[config.mk]
export PLATFORM = sky130hd
export DESIGN_NAME = alu_seq
export DESIGN_NICKNAME = d
export VERILOG_FILES = /design/src/rtl/alu_seq_pkg.sv /design/src/rtl/alu_mul_iter.sv /design/src/rtl/alu_seq.sv
export SDC_FILE = /design/constraint.sdc
export NUM_CORES = 1
export LEC_CHECK = 0
export BUFFER_PORTS_ARGS = -buffer_cell sky130_fd_sc_hd__buf_2
export CAP_MARGIN = 20
export CORE_ASPECT_RATIO = 0.8
export CORE_UTILIZATION = 57
export CTS_CLUSTER_DIAMETER = 200
export DETAILED_ROUTE_END_ITERATION = 16
export MAX_ROUTING_LAYER = met4
export PLACE_DENSITY = 0.78
export SLEW_MARGIN = 20
export SYNTH_ARGS = -nofsm -noshare
export SYNTH_HDL_FRONTEND = slang
export SYNTH_SLANG_ARGS = --single-unit
[constraint.sdc]
create_clock -name clk -period 4.6 [get_ports clk]
set_clock_uncertainty 0.15 [all_clocks]
set_input_delay 0.23 -clock clk [delete_from_list [all_inputs] [get_ports clk]]
set_output_delay 0.23 -clock clk [all_outputs]
set_load 0.02 [all_outputs]
[src/rtl/alu_seq_pkg.sv]
// alu_seq_pkg: op-class/function encodings and FSM states shared by the ALU and its bench
package alu_seq_pkg;
  typedef enum logic [1:0] {CL_ARITH = 2'b00, CL_LOGIC = 2'b01, CL_SHIFT = 2'b10, CL_MUL = 2'b11} cls_e;
  typedef enum logic [1:0] {S_IDLE = 2'b00, S_BUSY = 2'b01, S_DONE = 2'b10} state_e;
  localparam logic [2:0] FN_ADD  = 3'd0;
  localparam logic [2:0] FN_SUB  = 3'd1;
  localparam logic [2:0] FN_INC  = 3'd2;
  localparam logic [2:0] FN_DEC  = 3'd3;
  localparam logic [2:0] FN_AND  = 3'd0;
  localparam logic [2:0] FN_OR   = 3'd1;
  localparam logic [2:0] FN_XOR  = 3'd2;
  localparam logic [2:0] FN_NOR  = 3'd3;
  localparam logic [2:0] FN_NOT  = 3'd4;
  localparam logic [2:0] FN_NAND = 3'd5;
  localparam logic [2:0] FN_XNOR = 3'd6;
  localparam logic [2:0] FN_PASS = 3'd7;
  localparam logic [2:0] FN_SLL  = 3'd0;
  localparam logic [2:0] FN_SRL  = 3'd1;
  localparam logic [2:0] FN_SRA  = 3'd2;
  localparam logic [2:0] FN_ROL  = 3'd3;
  localparam logic [2:0] FN_ROR  = 3'd4;
endpackage

[src/rtl/alu_mul_iter.sv]
// alu_mul_iter: unsigned shift-add multiplier, one partial product per cycle for WIDTH cycles
module alu_mul_iter #(
  parameter int WIDTH = 32
) (
  input  logic               clk,
  input  logic               rst,
  input  logic               start,
  input  logic [WIDTH-1:0]   a,
  input  logic [WIDTH-1:0]   b,
  output logic               done,
  output logic [2*WIDTH-1:0] product
);
  localparam int CW = $clog2(WIDTH + 1);
  logic [2*WIDTH-1:0] mcand_q, mcand_d, acc_q, acc_d;
  logic [WIDTH-1:0]   mplier_q, mplier_d;
  logic [CW-1:0]      cnt_q, cnt_d;
  logic               run_q, run_d;
  // done and product reflect the step being taken this cycle, so the caller sees no extra latency
  assign product = acc_q + (mplier_q[0] ? mcand_q : '0);
  assign done    = run_q & (cnt_q == CW'(1));
  always_comb begin
    mcand_d  = mcand_q;
    mplier_d = mplier_q;
    acc_d    = acc_q;
    cnt_d    = cnt_q;
    run_d    = run_q;
    if (start) begin
      mcand_d  = {{WIDTH{1'b0}}, a};
      mplier_d = b;
      acc_d    = '0;
      cnt_d    = CW'(WIDTH);
      run_d    = 1'b1;
    end else if (run_q) begin
      mcand_d  = mcand_q << 1;
      mplier_d = mplier_q >> 1;
      acc_d    = product;
      cnt_d    = cnt_q - 1'b1;
      run_d    = !done;
    end
  end
  always_ff @(posedge clk) begin
    if (rst) begin
      mcand_q  <= '0;
      mplier_q <= '0;
      acc_q    <= '0;
      cnt_q    <= '0;
      run_q    <= 1'b0;
    end else begin
      mcand_q  <= mcand_d;
      mplier_q <= mplier_d;
      acc_q    <= acc_d;
      cnt_q    <= cnt_d;
      run_q    <= run_d;
    end
  end
endmodule

[src/rtl/alu_seq.sv]
// alu_seq: handshaked ALU with single-cycle arith/logic and multi-cycle shift/multiply
module alu_seq
  import alu_seq_pkg::*;
#(
  parameter int WIDTH      = 32,
  parameter bit SHIFT_ITER = 1'b1
) (
  input  logic             clk,
  input  logic             rst,
  input  logic             in_valid,
  output logic             in_ready,
  input  logic [WIDTH-1:0] x,
  input  logic [WIDTH-1:0] y,
  input  logic [1:0]       functionals,
  input  logic [2:0]       logicfn,
  output logic             out_valid,
  input  logic             out_ready,
  output logic [WIDTH-1:0] value,
  output logic             carry,
  output logic             zeroflag,
  output logic             msb,
  output logic             overflow,
  output logic             busy
);
  localparam int SHW = $clog2(WIDTH);
  // one shift/rotate step, returned as {bit shifted out, new data}
  function automatic logic [WIDTH:0] shift_step(input logic [2:0] fn, input logic [WIDTH-1:0] d);
    return fn == FN_SLL ? {d, 1'b0} :
           fn == FN_SRL ? {d[0], 1'b0, d[WIDTH-1:1]} :
           fn == FN_SRA ? {d[0], d[WIDTH-1], d[WIDTH-1:1]} :
           fn == FN_ROL ? {d, d[WIDTH-1]} :
                          {d[0], d[0], d[WIDTH-1:1]};
  endfunction
  function automatic logic [WIDTH:0] shift_n(input logic [2:0] fn, input logic [WIDTH-1:0] a,
                                             input logic [SHW-1:0] k);
    logic [WIDTH:0] r;
    r = {1'b0, a};
    for (int i = 0; i < 2**SHW; i++) r = (i < int'(k)) ? shift_step(fn, r[WIDTH-1:0]) : r;
    return r;
  endfunction
  // single-cycle result as {overflow, carry, value}; MUL never goes through here
  function automatic logic [WIDTH+1:0] compute(input cls_e c, input logic [2:0] fn,
                                               input logic [WIDTH-1:0] a, input logic [WIDTH-1:0] b);
    logic [WIDTH-1:0] opb, r;
    logic [WIDTH:0]   s;
    logic [SHW-1:0]   k;
    logic             cy, ov;
    opb = fn[1] ? WIDTH'(1) : b;
    s   = fn[0] ? {1'b0, a} - {1'b0, opb} : {1'b0, a} + {1'b0, opb};
    k   = SHIFT_ITER ? '0 : b[SHW-1:0];
    r   = '0;
    cy  = 1'b0;
    ov  = 1'b0;
    case (c)
      CL_ARITH: if (!fn[2]) begin
        r  = s[WIDTH-1:0];
        cy = s[WIDTH];
        ov = (fn[0] ? (a[WIDTH-1] != opb[WIDTH-1]) : (a[WIDTH-1] == opb[WIDTH-1])) &
             (s[WIDTH-1] != a[WIDTH-1]);
      end
      CL_LOGIC: r = fn == FN_AND  ? a & b :
                    fn == FN_OR   ? a | b :
                    fn == FN_XOR  ? a ^ b :
                    fn == FN_NOR  ? ~(a | b) :
                    fn == FN_NOT  ? ~a :
                    fn == FN_NAND ? ~(a & b) :
                    fn == FN_XNOR ? ~(a ^ b) : b;
      CL_SHIFT: if (fn <= FN_ROR) {cy, r} = shift_n(fn, a, k);
      default: ;
    endcase
    return {ov, cy, r};
  endfunction
  state_e             state_q, state_d;
  cls_e               cls_q, cls_d;
  logic [2:0]         fn_q, fn_d;
  logic [WIDTH-1:0]   sh_q, sh_d, value_q, value_d;
  logic [SHW-1:0]     cnt_q, cnt_d;
  logic               carry_q, carry_d, zero_q, zero_d, msb_q, msb_d, ovf_q, ovf_d;
  logic               accept, iter_op, load, mul_done;
  logic [WIDTH+1:0]   single_r, res_d;
  logic [WIDTH:0]     step_r;
  logic [2*WIDTH-1:0] mul_prod;
  assign in_ready  = (state_q == S_IDLE) | ((state_q == S_DONE) & out_ready);
  assign accept    = in_valid & in_ready;
  assign iter_op   = (functionals == CL_MUL) |
                     (SHIFT_ITER & (functionals == CL_SHIFT) & (logicfn <= FN_ROR) & |y[SHW-1:0]);
  assign single_r  = compute(cls_e'(functionals), logicfn, x, y);
  assign step_r    = shift_step(fn_q, sh_q);
  assign out_valid = state_q == S_DONE;
  assign busy      = state_q == S_BUSY;
  assign value     = value_q;
  assign carry     = carry_q;
  assign zeroflag  = zero_q;
  assign msb       = msb_q;
  assign overflow  = ovf_q;
  alu_mul_iter #(.WIDTH(WIDTH)) u_mul (
    .clk     (clk),
    .rst     (rst),
    .start   (accept & (functionals == CL_MUL)),
    .a       (x),
    .b       (y),
    .done    (mul_done),
    .product (mul_prod)
  );
  always_comb begin
    state_d = state_q;
    cls_d   = cls_q;
    fn_d    = fn_q;
    sh_d    = sh_q;
    cnt_d   = cnt_q;
    load    = 1'b0;
    res_d   = single_r;
    if (accept) begin
      cls_d   = cls_e'(functionals);
      fn_d    = logicfn;
      sh_d    = x;
      cnt_d   = y[SHW-1:0];
      state_d = iter_op ? S_BUSY : S_DONE;
      load    = !iter_op;
    end else if ((state_q == S_DONE) & out_ready) begin
      state_d = S_IDLE;
    end else if (state_q == S_BUSY) begin
      if (cls_q == CL_MUL) begin
        load  = mul_done;
        res_d = {{2{|mul_prod[2*WIDTH-1:WIDTH]}}, mul_prod[WIDTH-1:0]};
      end else begin
        sh_d  = step_r[WIDTH-1:0];
        cnt_d = cnt_q - 1'b1;
        load  = cnt_q == SHW'(1);
        res_d = {1'b0, step_r};
      end
      state_d = load ? S_DONE : S_BUSY;
    end
    value_d = load ? res_d[WIDTH-1:0] : value_q;
    carry_d = load ? res_d[WIDTH] : carry_q;
    ovf_d   = load ? res_d[WIDTH+1] : ovf_q;
    zero_d  = load ? ~|res_d[WIDTH-1:0] : zero_q;
    msb_d   = load ? res_d[WIDTH-1] : msb_q;
  end
  always_ff @(posedge clk) begin
    if (rst) begin
      state_q <= S_IDLE;
      cls_q   <= CL_ARITH;
      fn_q    <= '0;
      sh_q    <= '0;
      cnt_q   <= '0;
      value_q <= '0;
      carry_q <= 1'b0;
      zero_q  <= 1'b0;
      msb_q   <= 1'b0;
      ovf_q   <= 1'b0;
    end else begin
      state_q <= state_d;
      cls_q   <= cls_d;
      fn_q    <= fn_d;
      sh_q    <= sh_d;
      cnt_q   <= cnt_d;
      value_q <= value_d;
      carry_q <= carry_d;
      zero_q  <= zero_d;
      msb_q   <= msb_d;
      ovf_q   <= ovf_d;
    end
  end
endmodule
==> Yosys cells after proc, flatten, opt, wreduce, memory -nomap -nowiden <==
Index checks and enable logic that the tools add are counted.
{ "classes": {"n_reduce_logical": 15, "mux": 54, "order_cmp": 1, "bitwise_logic": 16, "n_addsub": 5, "eq_ne": 22} }
{ "op_table": {"columns": ["op", "n"], "rows": [
  ["2-to-1 mux 32 bit", 18],
  ["2-to-1 mux 33 bit", 5],
  ["2-to-1 mux 34 bit", 4],
  ["NOT 32 bit", 4],
  ["case mux 32 bit (3 select lines)", 1],
  ["adder 64 bit", 1],
  ["2-to-1 mux 64 bit", 1],
  ["OR reduction 32 bit", 2],
  ["adder 32 x 32 -> 33 bit", 1],
  ["subtractor 32 x 32 -> 33 bit", 1],
  ["bitwise AND 32 bit", 1],
  ["OR 32 bit", 1],
  ["XOR 32 bit", 1],
  ["2-to-1 mux 5 bit", 4],
  ["2-to-1 mux 1 bit", 14],
  ["== test 3 x 2 -> 1 bit (second input constant)", 4],
  ["2-to-1 mux 6 bit", 2],
  ["2-to-1 mux 2 bit", 5],
  ["== test 3 bit (second input constant)", 3],
  ["== test 2 bit (second input constant)", 4],
  ["bitwise AND 1 bit", 7],
  ["== test 3 x 1 -> 1 bit (second input constant)", 2],
  ["== test 6 x 1 -> 1 bit (second input constant)", 1],
  ["zero test 3 bit", 2],
  ["16 further kinds", 24]
]} }
{ "word_totals": {"ff_bits": 247, "output_inout_bits": 39, "word_cells": 130} }

==> Longest topological paths before layout <==
Gate-level depths: netlist (run 1).
{ "depth": {"word_depth": 15, "mapped_depth": 23} }

==> Modules after synthesis <==
Synthesis (run 1) repeated with hierarchy kept, for this count alone.
{ "unflattened": {"cells_unflattened": 2852, "area_unflattened_um2": 21375.5} }
{ "modules_own_cells": {"columns": ["module", "n_inst", "seq_area_each_um2", "area_each_um2", "cells_each"], "rows": [
  ["alu_seq", 1, 1581.5, 10820.4, 1534],
  ["alu_mul_iter", 1, 3343.2, 10555.1, 1318]
]} }

==> Worst setup path before layout (run 1) <==
No wires, ideal clock.
{ "synth_path": {"path_type": "input-to-reg", "start": "input port logicfn[0]", "end": "register zero_q (netlist: zeroflag)", "arrival_time_ns": 4.697, "setup_ns": 0.059, "path_slack_ns": -0.306, "required_time_ns": 4.391, "cell_stages": 21, "path_cell_list": "buf_6 -> buf_2 -> clkbuf_1 -> buf_2 -> clkbuf_1 -> buf_1 -> nor2_1 -> o21ai_0 -> o21ai_0 -> fa_1 -> and2b_1 -> o2111ai_2 -> a211o_2 -> a21o_1 -> a211oi_2 -> nor4_1 -> or3_4 -> a2111oi_4 -> nand4_1 -> nor3_1 -> a32o_2"} }
{ "synth_between": {"elab_chain_len": 14, "word_cells_on_any_way": 29, "classes_between": "order compare: 1; eq/ne: 6; mux: 15; bitwise: 3; reduce/logical: 4"} }
{ "synth_lines": {"columns": ["item", "line_no", "text"], "rows": [
  ["from (decl)", "alu_seq.sv:15", "input logic [2:0] logicfn,"],
  ["== test 3 bit", "alu_seq.sv:67", "fn == FN_XNOR ? ~(a ^ b) : b;"],
  ["2-to-1 mux 32 bit", "alu_seq.sv:67", null],
  ["2-to-1 mux 32 bit", "alu_seq.sv:66", "fn == FN_NAND ? ~(a & b) :"],
  ["2-to-1 mux 32 bit", "alu_seq.sv:65", "fn == FN_NOT ? ~a :"],
  ["2-to-1 mux 32 bit", "alu_seq.sv:64", "fn == FN_NOR ? ~(a | b) :"],
  ["2-to-1 mux 32 bit", "alu_seq.sv:63", "fn == FN_XOR ? a ^ b :"],
  ["2-to-1 mux 32 bit", "alu_seq.sv:62", "fn == FN_OR ? a | b :"],
  ["2-to-1 mux 32 bit", "alu_seq.sv:61", "CL_LOGIC: r = fn == FN_AND ? a & b :"],
  ["case mux 32 bit (3 select lines)", "alu_seq.sv:54", "case (c)"],
  ["2-to-1 mux 34 bit", "alu_seq.sv:122", "end else if (state_q == S_BUSY) begin"],
  ["2-to-1 mux 34 bit", "alu_seq.sv:120", "end else if ((state_q == S_DONE) & out_ready) begin"],
  ["2-to-1 mux 34 bit", "alu_seq.sv:113", "if (accept) begin"],
  ["OR reduction 32 bit", "alu_seq.sv:137", "zero_d = load ? ~|res_d[WIDTH-1:0] : zero_q;"],
  ["zero test 1 bit", "alu_seq.sv:137", null],
  ["to (signal assigned)", "alu_seq.sv:160", "zero_q <= zero_d;"],
  ["to (decl)", "alu_seq.sv:78", "logic carry_q, carry_d, zero_q, zero_d, msb_q, msb_d, ovf_q, ovf_d;"]
]} }
Several ways; a longest one is shown, not always the timed one.
A chain may end at the register's enable or synchronous reset.

==> Worst setup path after layout (run 1) <==
{ "layout_path": {"start": "register u_mul.mplier_q[0]", "end": "register carry_q (netlist: carry)"} }
{ "layout_between": {"elab_chain_len": 7} }
{ "layout_lines": {"columns": ["item", "line_no", "text"], "rows": [
  ["from (decl)", "alu_mul_iter.sv:15", "logic [WIDTH-1:0] mplier_q, mplier_d;"],
  ["from (signal assigned)", "alu_mul_iter.sv:50", "mplier_q <= mplier_d;"],
  ["2-to-1 mux 64 bit", "alu_mul_iter.sv:19", "assign product = acc_q + (mplier_q[0] ? mcand_q : '0);"],
  ["adder 64 bit", "alu_mul_iter.sv:19", null],
  ["OR reduction 32 bit", "alu_seq.sv:125", "res_d = {{2{|mul_prod[2*WIDTH-1:WIDTH]}}, mul_prod[WIDTH-1:0]};"],
  ["2-to-1 mux 34 bit", "alu_seq.sv:123", "if (cls_q == CL_MUL) begin"],
  ["2-to-1 mux 34 bit", "alu_seq.sv:122", null],
  ["2-to-1 mux 34 bit", "alu_seq.sv:120", null],
  ["2-to-1 mux 34 bit", "alu_seq.sv:113", null],
  ["to (signal assigned)", "alu_seq.sv:159", "carry_q <= carry_d;"],
  ["to (decl)", "alu_seq.sv:78", null]
]} }
Every way passes these cells.

==> impl_metrics.json, run 1 <==
{
  "fin_crit_sh_pct": 99.0,
  "max_stage_delay_ns": 0.45,
  "ir_worst_vdd_v": 0.000343,
  "status": "finished, final reports clean",
  "numCtsBuffers": 27,
  "drive_above_1_share_pct": 16.2,
  "crit_top_cell": "a21oi_1",
  "grt_use_total_pct": 42.3,
  "ys_top_cells_by_area": "dfxtp_1, ha_1, mux2i_1, nor2_1, a21oi_1",
  "drtIter0Drc": 3179,
  "fin_crit_ns": 4.56,
  "place_ws_ns": -0.606,
  "yosysTopAreaCellShare_pct": 22.5,
  "placed_cells": 3555,
  "cp-end-kind": "flop",
  "ys_async_sr_fraction_pct": 0,
  "clockRootBuffer": "clkbuf_16",
  "clk_pin_slew_ns": 0.07,
  "cts_tree": "built",
  "wl_per_cell_um": 22.5,
  "synth_common_cells": "nor2_1, dfxtp_1, nand2_1",
  "drc_errors": 0,
  "worstSetupStartpoint": "u_mul.mplier_q[0]",
  "min_from": "y[9]",
  "pwr_density_cell_mw_per_mm2": 255,
  "grt_pass1_wl_mm": 128,
  "synth_edf_count": 0,
  "vias": 24300,
  "die_area_mm2": 0.0392,
  "die_w_um": 221,
  "tightest_slew_ns": 1.12,
  "crit_required_ns": 4.90,
  "whs_endpoint": "u_mul.mplier_q[9]",
  "hold_viol": 0,
  "core_mm2": 0.0374,
  "rsz0062_at_grt": "true",
  "r2r_cells": 15,
  "cp_slowest_cell": "dfxtp_1",
  "r2r_slack_ns": 0.04,
  "htree_levels": 1,
  "ant_nets": 0,
  "initial_utilization_pct": 58.5,
  "fmax_ghz": 0.220,
  "fin_cells": 3671,
  "final_nets": 3401,
  "synth_cells": 2889,
  "syn2layout_area_growth_pct": 18.2,
  "dp_hpwl_mm": 62.5,
  "worst_slack_ns": 0.0449,
  "drt-total-wl_mm": 82.7,
  "yosys.area.top_type": "dfxtp_1",
  "crit_family": "compound AO/OA/AOI/OAI gates",
  "overflow": 0,
  "slew_headroom_pct": 25.7,
  "synth_cell_type_count": 103,
  "portBuffers": 111,
  "avgSynthCellArea_um2": 7.58,
  "cts.sinks": 246,
  "synth_warnings": 0,
  "setup_viol": 0,
  "whs_path_depth": 4,
  "grt_pass1_vias": 22700,
  "ys.flop_type": "dfxtp_1",
  "crit_path_max_fanout": 47,
  "crit_buf_inv": 2,
  "hold_class": "primary input to flop",
  "synth.most_common_cell": "nor2_1",
  "grt_antenna_before_repair": 1,
  "drv_cap": 0,
  "row_count": 63,
  "io_pins": 112,
  "yosysSeqAreaShare_pct": 22.5,
  "crit_type": "flop to flop",
  "synth-seq-cells": 246,
  "syn_nets": 3127,
  "viasPerCell": 6.63,
  "leakage_nw": 11.0,
  "firstDrtPassIters": 6,
  "maxSlewViolCount": 0,
  "clock_latency_ns": 0.57,
  "place.gp.congestion": 1.03,
  "cts_buffer_depth": 3,
  "timing.rr.end": "carry",
  "syn_area_mm2": 0.0219,
  "arrival_ns": 4.86,
  "critPathLaunchType": "flop",
  "r2r_start": "u_mul.mplier_q[0]",
  "grt_max_degree": 128,
  "die_h_um": 177,
  "path_cells": "buf_12 -> and2_1 -> ha_1 -> a21oi_1 -> o21ai_0 -> a21oi_1 -> o31a_1 -> nand4_2 -> a311oi_1 -> o22ai_1 -> nor4_1 -> buf_4 -> nand4_1 -> and3b_1 -> o21ai_1"
}
layer usage:
| metal | global-route usage, % | up-vias | wire, µm |
|---|---|---|---|
| li1 | - | 11100 | - |
| met1 | 57.9 | 11500 | 36000 |
| met2 | 60.5 | 1485 | 33800 |
| met3 | 10.5 | 225 | 10000 |
| met4 | 13.1 | 0 | 2820 |
| met5 | - | - | 0 |
cell usage in the layout, fill, tap and decap left out, drive strengths merged, types with 42 or more instances in the layout:
| cell | instances |
|---|---|
| ha | 163 |
| o21ai | 172 |
| inv | 105 |
| nand3 | 49 |
| nand2 | 245 |
| and2 | 79 |
| a21oi | 218 |
| dfxtp | 246 |
| mux2i | 183 |
| a21o | 42 |
| xnor2 | 71 |
| nor2 | 409 |
| a211oi | 127 |
| nor3 | 61 |
| buf | 372 |
| dlygate4sd3 | 65 |
worst max-delay path by stage:
stage | to | slack, ns | depth (start not counted)
5_1_grt | zeroflag | -0.05 | 21
3_3_place_gp | zeroflag | -0.45 | 21
3_5_place_dp | zeroflag | -0.61 | 21
2_1_floorplan | zeroflag | 0.04 | 20
4_1_cts | zeroflag | 0.03 | 21
6_report | carry | 0.04 | 15
flip-flops by register name, summed over array words and instances, names as in the netlist, 2 cells and up:
| register | count |
|---|---|
| u_mul.acc_q | 64 |
| u_mul.mcand_q | 64 |
| sh_q | 32 |
| u_mul.mplier_q | 32 |
| value | 31 |
| u_mul.cnt_q | 6 |
| cnt_q | 5 |
| fn_q | 3 |
| cls_q | 2 |
| state_q | 2 |
through the flow:
step	instance area, µm²	hold WS [ns]	util, %	power (mW)	setup TNS (ns)
2_1_floorplan	21900	0.216	-	3.53	0
3_3_place_gp	24200	0.297	64.7	4.21	-1.34
3_5_place_dp	24200	0.299	64.7	4.27	-2.85
4_1_cts	25800	0.000673	68.8	6.50	0
5_1_grt	25900	0.0288	69.1	6.82	-0.0477
6_report	25900	0.0263	69.1	6.59	0
power breakdown:
part | total (mW) | internal, mW | switching, mW
clock | 2.21 | 1.21 | 0.994
sequential | 2.33 | 2.24 | 0.0876
combinational | 2.05 | 0.853 | 1.20
total | 6.59 | 4.31 | 2.28
cell families after synthesis:
family	Yosys count	synth area share [%]
adders and majority gates	165	9.50
buffers and inverters	292	5.86
muxes	209	10.5
AOI/OAI and AO/OA	843	25.5
DFF	246	22.5
xor gates and xnor gates	109	4.36
and+or+nand+nor	1025	21.8
worst min-delay path, delay by kind of cell:
kind	cells	cell delay [ns]
AOI/OAI and AO/OA	1	0.06
and+or+nand+nor	1	0.13
buffers and inverters	2	0.26
area by class of cell:
cell class / instances / area [µm²]
multi-input combinational: 2351 / 15800
fill: 3133 / 11600
sequential: 246 / 4930
timing repair buffer: 437 / 3250
clock buffer: 34 / 742
tap: 487 / 609
inverter: 100 / 375
clock inverter: 15 / 134
antenna: 1 / 2.50
timing repair:
action / 4_1_cts / 5_1_grt
endpoints found under the setup margin: 1 / 9
hold buffers: 65 / 0
cloned: 0 / 0
endpoints found under the hold margin: 98 / 0
setup buffers: 0 / 1
pin swaps: 0 / 7
resized for setup: 1 / 30
Power figures use the tool's default switching activity.
==> inputs of run 2 (changes only) <==
- CORE_ASPECT_RATIO: 0.8 -> unset
==> run 2 against run 1 <==
- final cell count grew 2.1%
- clock power grew 9%
- non-clock buffer count increased by 48
- sequential cell count unchanged
- total power grew 2.4%
- first-iteration DRC count is 40% lower
- critical path type unchanged
- largest cell class unchanged
- highest routed layer unchanged
==> impl_metrics.json, run 2 (synthesis gave the netlist of run 1 again) <==
{
  "drt-total-wl_mm": 82.2,
  "final_nets": 3451,
  "grt_max_degree": 88,
  "core_mm2": 0.0378,
  "clock_latency_ns": 0.61,
  "crit_buf_inv": 6,
  "die_h_um": 198,
  "slew_headroom_pct": 38.2,
  "cts_buffer_depth": 3,
  "cp.depth": 19,
  "top_regs": "u_mul.acc_q x64, u_mul.mcand_q x64",
  "grt_pass1_wl_mm": 127,
  "max_stage_delay_ns": 0.35,
  "hold_class": "primary input to flop",
  "clockRootBuffer": "clkbuf_16",
  "overflow": 0,
  "arrival_ns": 4.77,
  "numCtsBuffers": 29,
  "die_w_um": 198,
  "maxSlewViolCount": 0,
  "cts_tree": "built",
  "worstSetupStartpoint": "u_mul.mplier_q[0]",
  "wl_per_cell_um": 21.9,
  "layout_commonest_cell": "nor2_1",
  "crit_end": "carry",
  "crit_family": "simple AND/OR/NAND/NOR gates",
  "drc_errors": 0,
  "drive_above_1_share_pct": 17.1,
  "fin_util_pct": 69.9,
  "grt_antenna_before_repair": 3,
  "setup_viol": 0,
  "r2r_slack_ns": 0.15,
  "power.total_mw": 6.74,
  "vias": 24000,
  "crit_top_cell": "nand4_1",
  "dp_hpwl_mm": 61.3,
  "portBuffers": 111,
  "hold_viol": 0,
  "pwr_density_cell_mw_per_mm2": 256,
  "grt_use_total_pct": 42.4,
  "fmax_ghz": 0.225,
  "ir_worst_vdd_v": 0.000320,
  "hold_slack_ns": 0.0210,
  "grt_pass1_vias": 23500,
  "place.gp.congestion": 1.01,
  "clk_pin_slew_ns": 0.06,
  "leakage_nw": 11.2,
  "tightest_slew_ns": 0.903,
  "crit_path_max_fanout": 30,
  "drv_cap": 0,
  "die_area_mm2": 0.0392,
  "fin_crit_ns": 4.45,
  "firstDrtPassIters": 9,
  "ant_nets": 0,
  "cp-end-kind": "flop",
  "fin_crit_sh_pct": 96.7,
  "syn2layout_area_growth_pct": 20.5,
  "htree_levels": 1,
  "crit_type": "flop to flop",
  "cts.sinks": 246,
  "row_count": 71,
  "drtIter0Drc": 1909,
  "io_pins": 112,
  "cp_slowest_cell": "ha_1",
  "r2r_cells": 19,
  "crit_required_ns": 4.93,
  "final_cell_mix": "nor2_1, buf_4, dfxtp_1, nand2_1, a21oi_1",
  "viasPerCell": 6.39,
  "timing.rr.end": "carry",
  "path_cells": "buf_12 -> buf_12 -> and2_1 -> ha_1 -> buf_4 -> nand4_1 -> nor3_2 -> o211ai_1 -> nand4_1 -> buf_4 -> nand4_1 -> nand3_1 -> a21bo_2 -> nor4bb_1 -> buf_4 -> nand4_1 -> and3b_1 -> buf_12 -> o21ai_1",
  "critPathLaunchType": "flop",
  "status": "finished, final reports clean",
  "initial_utilization_pct": 58.0,
  "r2r_start": "u_mul.mplier_q[0]"
}
-- run 2: cell count changes in the layout (fill, tap and decap cells not counted), sizes merged, moves of 3 or more --
cell         change
inv              -4
clkinvlp         +3
buf             +43
dlygate4sd3      +5
-- run 2: worst min path at each step --
stage                          from  slack (ns)          endpoint  depth (start not counted)
after global placement    value[29]        0.30         value[29]                          2
after CTS                  in_valid       0.005          cls_q[1]                          5
after detailed placement  value[29]        0.30         value[29]                          2
after floorplan                x[0]        0.22  u_mul.mcand_q[0]                          2
final                      in_valid        0.02          cls_q[1]                          5
after global routing       in_valid        0.05           fn_q[2]                          5
-- run 2: final cells by class --
cell class	count	area [µm²]
flip-flops and latches	246	4930
inverters	100	375
well taps	511	639
clock buffers	35	768
repair buffers	485	3650
fillers	3083	11400
clock inverters	18	204
multi-input cells	2351	15800
diodes	3	7.51
-- run 2: worst reg2reg max path, stage by stage (launching register included) --
cell	delay [ns]
dfxtp_1	0.33
buf_12	0.16
buf_12	0.17
and2_1	0.17
ha_1	0.35
buf_4	0.15
nand4_1	0.24
nor3_2	0.34
o211ai_1	0.26
nand4_1	0.21
buf_4	0.23
nand4_1	0.15
nand3_1	0.14
a21bo_2	0.26
nor4bb_1	0.27
buf_4	0.17
nand4_1	0.09
and3b_1	0.30
buf_12	0.14
o21ai_1	0.07
-- run 2: metal layers --
metal	wire length, µm	up-vias	GRT usage, %
li1	-	11200	-
met1	31800	11200	49.2
met2	37500	1261	68.2
met3	6570	343	5.65
met4	6370	0	29.1
met5	0	-	-
-- run 2: power breakdown --
part / total [mW] / internal [mW] / switching, mW
combinational: 2.00 / 0.841 / 1.15
clock: 2.41 / 1.37 / 1.04
sequential: 2.34 / 2.24 / 0.0948
-- run 2: timing repair --
action / CTS / global route
setup endpoints to repair: 0 / 4
gates resized for setup: 0 / 24
buffers inserted: 0 / 3
hold buffers: 70 / 0
endpoints found under the hold margin: 104 / 0
-- run 2: metrics by stage --
step / TNS (ns) / worst slack [ns] / instances / cell area (µm²)
6_report: 0 / 0.152 / 3749 / 26400
5_1_grt: -0.00292 / -0.00292 / 3749 / 26400
4_1_cts: 0 / 0.103 / 3743 / 26300
3_5_place_dp: -1.56 / -0.412 / 3620 / 24600
3_3_place_gp: -0.871 / -0.344 / 3620 / 24600
2_1_floorplan: 0 / 0.0383 / 2889 / 21900
